### src/rtl/compare_unit.sv
// CP0 timer compare: holds Compare, detects rising Count==Compare matches
// and raises a level timer interrupt that stays up until acked or Compare is rewritten.
`ifndef UNKNOW
`define UNKNOW 'x
`endif

module compare_unit #(
   parameter int WIDTH = 32
) (
   input  logic             clk,
   input  logic             rst,
   input  logic [WIDTH-1:0] count,
   input  logic             r_p,
   input  logic             r_h,
   input  logic             we_p,
   input  logic [WIDTH-1:0] wdata,
   input  logic             ack,
   output logic [WIDTH-1:0] read_data,
   output logic             timer_irq,
   output logic             match_pulse,
   output logic             armed
);

   typedef enum logic [1:0] {
      DISARMED = 2'd0,
      ARMED    = 2'd1,
      PENDING  = 2'd2
   } state_t;

   state_t           state;
   logic [WIDTH-1:0] compare;
   logic             match_q;
   logic             match;
   logic             rise;

   assign match       = (count == compare);
   // Edge-qualified so a Count stalled on Compare fires only once.
   assign rise        = match & ~match_q;
   assign match_pulse = (state == ARMED) & rise & ~we_p;
   assign read_data   = (r_p | r_h) ? compare : `UNKNOW;

   always_ff @(posedge clk or posedge rst) begin
      if (rst) begin
         compare   <= '0;
         match_q   <= 1'b0;
         state     <= DISARMED;
         timer_irq <= 1'b0;
         armed     <= 1'b0;
      end else begin
         match_q <= match;
         if (we_p)
            compare <= wdata;
         case (state)
            DISARMED: begin
               if (we_p) begin
                  state <= ARMED;
                  armed <= 1'b1;
               end
            end
            ARMED: begin
               // A Compare write in the match cycle wins; the old-compare match is dropped.
               if (!we_p && rise) begin
                  state     <= PENDING;
                  armed     <= 1'b0;
                  timer_irq <= 1'b1;
               end
            end
            PENDING: begin
               if (we_p || ack) begin
                  state     <= ARMED;
                  armed     <= 1'b1;
                  timer_irq <= 1'b0;
               end
            end
            default: begin
               state     <= DISARMED;
               armed     <= 1'b0;
               timer_irq <= 1'b0;
            end
         endcase
      end
   end

endmodule
### config.mk
export PLATFORM = sky130hd
export DESIGN_NAME = compare_unit
export DESIGN_NICKNAME = d
export VERILOG_FILES = /design/src/rtl/compare_unit.sv
export SDC_FILE = /design/constraint.sdc
export NUM_CORES = 1
export LEC_CHECK = 0
export CORE_UTILIZATION = 37
export DETAILED_ROUTE_END_ITERATION = 8
export MAX_ROUTING_LAYER = met4
export PLACE_DENSITY = 0.9
export SKIP_CTS_REPAIR_TIMING = 1
export SLEW_MARGIN = 10
export SYNTH_ARGS = -nofsm -noshare
export SYNTH_HDL_FRONTEND = slang
export SYNTH_SLANG_ARGS = --single-unit
### constraint.sdc
create_clock -name clk -period 2 [get_ports clk]
set_clock_uncertainty 0.15 [all_clocks]
set_input_delay 0.4 -clock clk [delete_from_list [all_inputs] [get_ports clk]]
set_output_delay 0.4 -clock clk [all_outputs]
set_load 0.005 [all_outputs]
== Word level (Yosys, flattened, before mapping) ==
Cells that the tools add are included.
Word-level totals
  register bits: 37
  input bits: 70
  output and inout port bits: 35
  word-level logic and storage cells: 36
Cells by class
  equality and inequality tests: 6
  multiplexer cells: 12
  bitwise gates (word level): 7
  reductions and logical operators: 6
Operators by type and width (number)
  32-bit equality test: 1
  32-bit 2-to-1 mux: 1
  2-bit 2-to-1 mux: 3
  1-bit one-hot mux with 3 select lines: 2
  2-bit one-hot mux with 3 select lines: 1
  3-bit AND reduction: 2
  1-bit 2-to-1 mux: 5
  2-bit inequality test, second input constant: 2
  1-bit AND: 3
  1-bit inverter: 3
  2-bit by 1-bit equality test with 1-bit output, second input constant: 1
  2-bit equality test, second input constant: 1
  2-bit logical NOT: 1
  2-bit by 1-bit inequality test with 1-bit output, second input constant: 1
  1-bit logical AND: 1
  1-bit logical NOT: 1
  1-bit logical OR: 1
  1-bit bitwise OR: 1

== Logic depth before layout (Yosys ltp) ==
Gate-level depths: netlist (run 1).
  word-level depth: 5
  gate-level depth with buffers: 5
  mapped depth without buffers: 5

== Worst setup path after synthesis (run 1) ==
Ideal clock, no wire load.
  path kind: register to output
  start point: reg compare[15]
  end point: out match_pulse
  arrival time: 1260 ps
  data required time: 1450 ps
  slack: 190 ps
  stages on the path, launching flop included: 6
  buffers on the path: 0
  cell sequence: dfrtp_1 -> xor2_1 -> nor4_1 -> nand4_1 -> nor2_2 -> and2_2
On the way
  cells in the longest elaborated chain, start to end: 4
RTL lines
  start: declaration: RTL line 31  | logic [WIDTH-1:0] compare;
  start signal: assignment: RTL line 52  | compare <= wdata;
  32-bit equality test: RTL line 36  | assign match = (count == compare);
  named net match: RTL line 33  | logic match;
  1-bit AND: RTL line 38  | assign rise = match & ~match_q;
  1-bit AND (2 in a row): RTL line 39  | assign match_pulse = (state == ARMED) & rise & ~we_p;
  end: declaration: RTL line 20  | output logic match_pulse,
The timed path passes the listed nets, and every way through them passes these cells.

== Worst setup path in the final report (run 1) ==
  start point: in count[25]
  end point: out match_pulse
On the way
  cells in the longest elaborated chain, start to end: 4
RTL lines
  start: declaration: RTL line 12  | input logic [WIDTH-1:0] count,
  32-bit equality test: RTL line 36
  named net match: RTL line 33
  1-bit AND: RTL line 38
  1-bit AND (2 in a row): RTL line 39
The timed path passes the listed nets, and every way through them passes these cells.

==> impl_metrics.ini, run 1 <==
[outcome]
outcome = finished, violations left
failed_checks = negative setup slack

[synth]
ys.warnings.count = 0
yosysSeqAreaShare_pct = 52.6
yosys.area.top_type = dfrtp_1
synthCells = 127
dominantRegCellSynth = dfrtp_1
synth_nets = 197
synth_top_area_share_pct = 52.6
synthesis.area_sq_um = 1710
synthAdderAreaFrac_pct = 0
synth.distinct_cells = 17
synthSimpleGateAreaFrac_pct = 6.21
ys_top_cells_by_count = dfrtp_1 (36), mux2_2 (32), xor2_1 (32), nor4_1 (8), buf_2 (3)
synth-compound-area-share_pct = 2.41
synth_xor_area_share_pct = 16.4
synth_top_family_by_area = multiplexers
synthMuxAreaShare_pct = 21.1
synth_edf_count = 0
yosysMostFrequentCell = dfrtp_1
synth_seq_cells = 36
synth.area.top_cells = dfrtp_1 (53%), mux2_2 (21%), xor2_1 (16%)
async_flop_share_pct = 100
postSynthAreaPerCell_sq_um = 13.5

[worst_setup_path]
critPathSlowestCell = clkdlybuf4s50_1
path_class = primary input to output port
worstPathRequired_ns = 1.45
critPathMaxStageDelay_ns = 0.42
critPathLaunchType = primary input
crit_path_end_kind = output port
path_cells = clkdlybuf4s50_1, xor2_1, nor4_2, nand4_1, nor2_2, and2_4, buf_6
critPathMaxFanout = 2
cp.arrival_ns = 1.72

[timing]
hold_violations = 0
slew_headroom_pct = 70.4
tightest_slew_ns = 0.444
period_minus_slack_ns = 2.27
fin_crit_sh_pct = 114
rsz0062_at_grt = yes
fmax_mhz = 440
maxSlewViolCount = 0
worst_slack_ns = -0.271
finalSetupViolCount = 1

[layout]
final_net_count = 339
antenna_cells = 0
n_fill_cell = 316
final_core_util_pct = 73.4
final_cell_area_sq_um = 3240
area_growth_pct = 89.3
drive_gt1_share_pct = 33.0

[clocking]
cts_buffer_depth = 2
cts_buffers = 5
cts_sinks = 36
h-tree-depth = 2
clock_latency_ns = 0.28
root_buffer = clkbuf_8
cts_tree = done
clk_pin_slew_ns = 0.07

[place]
placement.io_buffers = 102
place_hpwl_mm = 3.58
routabilityCongestion = 0.769
placed_cell_area_sq_um = 3040

[floorplan]
dieArea_sq_um = 4900
die_w_microns = 70.0
die_y_microns = 70.0
coreArea_sq_um = 4410
rows = 24
start_util_pct = 38.8
io_pins = 105

[pwr]
finalPower_uw = 1880
p_leak_uw = 0.00159
powerDensity_nw_per_um2 = 580
ir_drop_mv = 0.360

[routing]
firstDrtPassIters = 4
wl_mm = 4.76
postRouteAntennaNets = 0
num_vias = 1529
drc = 0
first_iter_violations = 72
wire_per_inst_microns = 14.9
via_per_inst = 4.79

[hold_path]
hold_path_class = primary input to asynchronous set/reset pin

[global_routing]
antenna_found_initial = 0
grt_pass1_vias = 1636
grtUsageTotal_pct = 20.5
grt_overflow = 0
grt_max_degree = 36
grt_first_pass_wirelength_mm = 7.49

[run]
maxCapViolations = 0
[routing by layer]
layer  track usage [%]  share of wire [%]
met2              35.6                 56
met4              6.22                1.5
met1              22.7                 38
met5                 -                  0
met3              5.77                4.5
[logic make-up (layout without fill, tap and decap cells)]
logic type / after synthesis / count (layout)
AO/OA/AOI/OAI: 5 / 5
multiplexers: 32 / 32
AND/OR/NAND/NOR: 17 / 17
buffers and inverters: 5 / 145
flip-flops: 36 / 36
XOR/XNOR: 32 / 32
[final timing paths]
path,start,depth (start not counted),endpoint,slack [ns]
worst min-delay path,rst,3,compare[19]$_DFFE_PP0P_,0.30
worst min register to register,timer_irq$_DFFE_PP0P_,1,timer_irq$_DFFE_PP0P_,0.37
min in group clk,timer_irq$_DFFE_PP0P_,1,timer_irq$_DFFE_PP0P_,0.37
max in group asynchronous,rst,3,compare[13]$_DFFE_PP0P_,1.16
worst max-delay path,count[25],7,match_pulse,-0.27
worst max register to register,compare[29]$_DFFE_PP0P_,6,armed$_DFFE_PP0P_,0.32
[through the flow]
| stage | setup slack [ns] | setup TNS (ns) | hold slack [ns] | cells |
|---|---|---|---|---|
| finish | -0.271 | -0.271 | 0.303 | 319 |
| floorplan | 0.190 | 0 | 0.345 | 127 |
| detailed placement | -0.873 | -1.38 | 0.363 | 313 |
| global route | -0.402 | -0.402 | 0.325 | 319 |
| CTS | -0.879 | -0.879 | 0.301 | 318 |
| global placement | -0.836 | -1.18 | 0.345 | 313 |
[layout by cell type (no fill, tap or decap), drive strengths merged]
master / count
mux2: 32
nand2b: 2
clkbuf: 5
nor3b: 1
xor2: 32
nor4: 8
nor3: 2
a211o: 1
buf: 39
a22o: 2
nand4: 2
nor2: 1
dfrtp: 36
a211oi: 1
inv: 1
and2: 1
o21ai: 1
clkdlybuf4s50: 74
dlymetal6s2s: 26
[flip-flops by register name, indices dropped and copies added (netlist names)]
register and cells:
compare 32, armed 1, match_q 1, state 1, timer_irq 1
[power breakdown]
| group | internal (uW) | total (uW) | switching [uW] |
|---|---|---|---|
| logic | 397 | 582 | 185 |
| clock network | 224 | 457 | 233 |
| registers | 794 | 842 | 48.4 |
| total | 1410 | 1880 | 466 |
[cell type report]
| cell class | count | area (sq um) | area share, % |
|---|---|---|---|
| inverter | 1 | 3.75 | 0.116 |
| tap | 52 | 65.1 | 2.01 |
| sequential | 36 | 901 | 27.8 |
| clock buffer | 5 | 68.8 | 2.12 |
| timing repair buffer | 139 | 1360 | 42.0 |
| multi-input combinational | 86 | 842 | 26.0 |
[critical path: cells and delay by family]
family,cells,cell delay (ns)
xor+xnor,1,0.16
buf+inv,2,0.51
simple gates,4,0.65
Power figures use the tool's default switching activity.
==> run 2, diff against run 1 <==
--- a/config.mk
+++ b/config.mk
@@ -5,6 +5,7 @@
 export SDC_FILE = /design/constraint.sdc
 export NUM_CORES = 1
 export LEC_CHECK = 0
+export CORE_MARGIN = 2
 export CORE_UTILIZATION = 37
 export DETAILED_ROUTE_END_ITERATION = 8
 export MAX_ROUTING_LAYER = met4
==> constraint.sdc (replaced) <==
create_clock -name clk -period 2 [get_ports clk]
set_clock_uncertainty 0.15 [all_clocks]
set_input_delay 0.4 -clock clk [delete_from_list [all_inputs] [get_ports clk]]
set_output_delay 0.4 -clock clk [all_outputs]
set_load 0.05 [all_outputs]
==> impl_metrics.ini, run 2 (synthesis gave the netlist of run 1 again) <==
[global_routing]
grt_pass1_vias = 1596
grtUsageTotal_pct = 19.1
antenna_found_initial = 0
grt_max_degree = 37
grt_first_pass_wirelength_mm = 7.42
grt_overflow = 0

[pwr]
ir_drop_mv = 0.467
finalPower_uw = 2160
p_leak_uw = 0.00155
powerDensity_nw_per_um2 = 678

[timing]
period_minus_slack_ns = 2.38
finalSetupViolCount = 1
maxSlewViolCount = 0
rsz0062_at_grt = yes
whs_ns = 0.366
fin_setup_tns_ns = -0.385
fin_crit_sh_pct = 119
hold_violations = 0
fmax_mhz = 419
worst_slack_ns = -0.385
tightest_slew_ns = 0.460
slew_headroom_pct = 69.3

[floorplan]
coreArea_sq_um = 4410
dieArea_sq_um = 5190
start_util_pct = 38.8
die_w_microns = 72.0
rows = 24
die_y_microns = 72.0
io_pins = 105

[hold_path]
hold_path_class = register to register
worstHoldPathCells = 1
hold_start = timer_irq$_DFFE_PP0P_
worst_hold_path.endpoint = timer_irq$_DFFE_PP0P_

[routing]
wl_mm = 4.76
via_per_inst = 4.76
drc = 0
num_vias = 1515
postRouteAntennaNets = 0
first_iter_violations = 73
wire_per_inst_microns = 15.0
firstDrtPassIters = 4

[clocking]
root_buffer = clkbuf_8
h-tree-depth = 2
cts_buffer_depth = 2
clk_pin_slew_ns = 0.07
cts_tree = done
cts_buffers = 5
clock_latency_ns = 0.28
cts_sinks = 36

[outcome]
outcome = finished, violations left
failed_checks = negative setup slack

[layout]
multi_input_area_sq_um = 837
largest-register = compare
final_core_util_pct = 72.1
final_cell_mix = buf_4 (67), clkdlybuf4s50_1 (45), mux2_2 (32)
area_growth_pct = 85.8
drive_gt1_share_pct = 54.1
largest_register_ffs = 32
n_fill_cell = 340
layout_commonest_cell = buf_4
antenna_cells = 0
final_net_count = 335
regArea_sq_um = 936

[worst_setup_path]
critPathLaunchType = primary input
cp.arrival_ns = 1.83
path_class = primary input to output port
critPathMaxStageDelay_ns = 0.41
worstPathRequired_ns = 1.45
critPathMaxFanout = 2
reg2reg_slack_ns = 0.29
critPathSlowestCell = clkdlybuf4s50_1
reg2reg_from = compare[6]$_DFFE_PP0P_
r2r_cells = 7
path_cells = clkdlybuf4s50_1, xor2_1, nor4_1, nand4_1, nor2_2, and2_4, buf_12
crit_path_end_kind = output port
reg2reg_to = armed$_DFFE_PP0P_

[run]
maxCapViolations = 0

[place]
place_hpwl_mm = 3.71
placement.io_buffers = 102
routabilityCongestion = 0.818
[run 2: changes by cell type in the layout (fill, tap and decap cells not counted), sizes merged]
cell           before  now
buf                39   68
dlymetal6s2s       26   22
clkbuf              5    8
clkdlybuf4s50      74   45
[run 2: per-stage QoR]
stage                     setup WS [ns]  instance area (sq um)  std cells
after floorplan                 -0.0488                   1750        127
after global placement           -0.592                   2980        309
after detailed placement         -0.585                   2980        309
after CTS                        -0.590                   3070        317
after global routing             -0.453                   3180        318
final                            -0.385                   3180        318
[run 2: worst max-delay path: cells and delay by family]
family / cells / cell delay (ns)
simple gates: 4 / 0.76
buf+inv: 2 / 0.54
xor+xnor: 1 / 0.14
[run 2: power breakdown]
part           internal, uW  total (uW)  switching [uW]
clock                   281         524             243
combinational           367         777             410
sequential              803         855            51.9
total                  1450        2160             705
[run 2: worst max path at each step]
stage	from	endpoint	slack (ns)	depth (start not counted)
after global routing	compare[6]$_DFFE_PP0P_	match_pulse	-0.45	7
final	count[11]	match_pulse	-0.38	7
after detailed placement	count[10]	match_pulse	-0.58	7
after floorplan	compare[24]$_DFFE_PP0P_	match_pulse	-0.05	5
after CTS	count[10]	match_pulse	-0.59	7
after global placement	count[6]	match_pulse	-0.59	8
[run 2: cell type report]
type,instances,area share [%]
tap,52,2.05
sequential,36,29.4
timing repair buffer,135,39.3
multi-input combinational,86,26.3
inverter,1,0.118
clock buffer,8,2.83
[run 2: per-layer routing]
metal | up-vias | track usage [%] | wire, microns
met5 | - | - | 0
met4 | 0 | 6.29 | 61
met3 | 6 | 3.61 | 268
met2 | 56 | 32.9 | 2570
met1 | 731 | 22.4 | 1860
li1 | 722 | - | -
==> run 3, diff against run 2 <==
--- a/config.mk
+++ b/config.mk
@@ -5,8 +5,10 @@
 export SDC_FILE = /design/constraint.sdc
 export NUM_CORES = 1
 export LEC_CHECK = 0
+export CELL_PAD_IN_SITES_DETAIL_PLACEMENT = 2
+export CELL_PAD_IN_SITES_GLOBAL_PLACEMENT = 2
 export CORE_MARGIN = 2
-export CORE_UTILIZATION = 37
+export CORE_UTILIZATION = 22
 export DETAILED_ROUTE_END_ITERATION = 8
 export MAX_ROUTING_LAYER = met4
 export PLACE_DENSITY = 0.9
==> impl_metrics.ini, run 3 (synthesis gave the netlist of run 1 again) <==
[worst_setup_path]
path_class = register to output port
worstPathRequired_ns = 1.45
cp.arrival_ns = 1.90
critPathMaxFanout = 2
crit_path_end_kind = output port
critPathLaunchType = register

[routing]
postRouteAntennaNets = 0
via_per_inst = 4.24
wl_mm = 6.02
drc = 0
firstDrtPassIters = 3
first_iter_violations = 24
wire_per_inst_microns = 16.3
num_vias = 1567

[clocking]
cts_sinks = 36
cts_buffer_depth = 2
cts_buffers = 5
clk_pin_slew_ns = 0.08
h-tree-depth = 2
cts_tree = done
root_buffer = clkbuf_8
clock_latency_ns = 0.28

[timing]
finalSetupViolCount = 1
worst_slack_ns = -0.454
period_minus_slack_ns = 2.45
tightest_slew_ns = 0.493
fin_crit_sh_pct = 123
fin_setup_tns_ns = -0.454
fmax_mhz = 407
slew_headroom_pct = 67.2
hold_violations = 0
rsz0062_at_grt = yes
maxSlewViolCount = 0

[place]
place_hpwl_mm = 4.74
placed_cells = 361
placement.io_buffers = 102
routabilityCongestion = 0.692
placed_cell_area_sq_um = 3050
pre_cts_slack_ns = -0.680

[global_routing]
grt_first_pass_wirelength_mm = 9.36
grtUsageTotal_pct = 14.6
grt_max_degree = 37
grt_pass1_vias = 1842
antenna_found_initial = 0
grt_overflow = 0

[pwr]
p_leak_uw = 0.00152
ir_drop_mv = 0.300
powerDensity_nw_per_um2 = 720

[outcome]
failed_checks = negative setup slack
outcome = finished, violations left

[layout]
largest-register = compare
final_net_count = 337
final_core_util_pct = 43.0
largest_register_ffs = 32
n_fill_cell = 786
final_cell_area_sq_um = 3290
drive_gt1_share_pct = 56.7
regArea_sq_um = 936
final_cell_mix = buf_4 (69), clkdlybuf4s50_1 (50), mux2_2 (32)
area_growth_pct = 92.0
layout_commonest_cell = buf_4
antenna_cells = 0
final_cells = 370
multi_input_area_sq_um = 850

[run]
maxCapViolations = 0

[floorplan]
coreArea_sq_um = 7650
die_w_microns = 92.2
start_util_pct = 22.4
rows = 32
io_pins = 105
dieArea_sq_um = 8500
die_y_microns = 92.2

[hold_path]
hold_path_class = register to register
-- run 3: area by class of cell --
class	instances	area share [%]
flip-flops and latches	36	28.5
repair buffers	137	37.8
multi-input cells	86	25.8
clock inverters	1	0.914
well taps	102	3.88
inverters	1	0.114
clock buffers	7	2.93
-- run 3: worst paths after layout --
path | start | end | slack [ns] | cells past startpoint
max in group asynchronous | rst | compare[9]$_DFFE_PP0P_ | 0.92 | 3
min | timer_irq$_DFFE_PP0P_ | timer_irq$_DFFE_PP0P_ | 0.37 | 1
min in group asynchronous | rst | match_q$_DFF_PP0_ | 0.41 | 3
max | compare[23]$_DFFE_PP0P_ | match_pulse | -0.45 | 7
max reg2reg | compare[23]$_DFFE_PP0P_ | armed$_DFFE_PP0P_ | 0.17 | 7
min reg2reg | timer_irq$_DFFE_PP0P_ | timer_irq$_DFFE_PP0P_ | 0.37 | 1
-- run 3: routing by layer --
| layer | wire length (microns) | GRT usage, % | share of wire (%) | vias to the layer above |
|---|---|---|---|---|
| met1 | 2200 | 15.7 | 37 | 790 |
| met2 | 3580 | 28.1 | 59 | 52 |
| met3 | 236 | 2.63 | 3.9 | 0 |
| li1 | - | - | - | 725 |
| met4 | 0 | 2.61 | 0 | 0 |
| met5 | 0 | - | 0 | - |
-- run 3: stage by stage --
stage                     power, uW  hold WS (ns)
after floorplan                1260         0.393
after global placement         1630         0.344
after detailed placement       1660         0.352
after CTS                      2390         0.375
after global routing           2490         0.383
final                          2370         0.368
-- run 3: worst max-delay path, stage by stage, from the launching register on --
cell and delay [ns]:
dfrtp_1 0.40, xor2_1 0.16, nor4_2 0.32, buf_4 0.16, nand4_1 0.14, nor2_2 0.16, and2_4 0.16, buf_12 0.13
-- run 3: report_power, final --
part	leakage [uW]	internal (uW)	switching (uW)
Clock	0.0000645	440	269
Combinational	0.00106	377	425
Sequential	0.000397	803	52.1
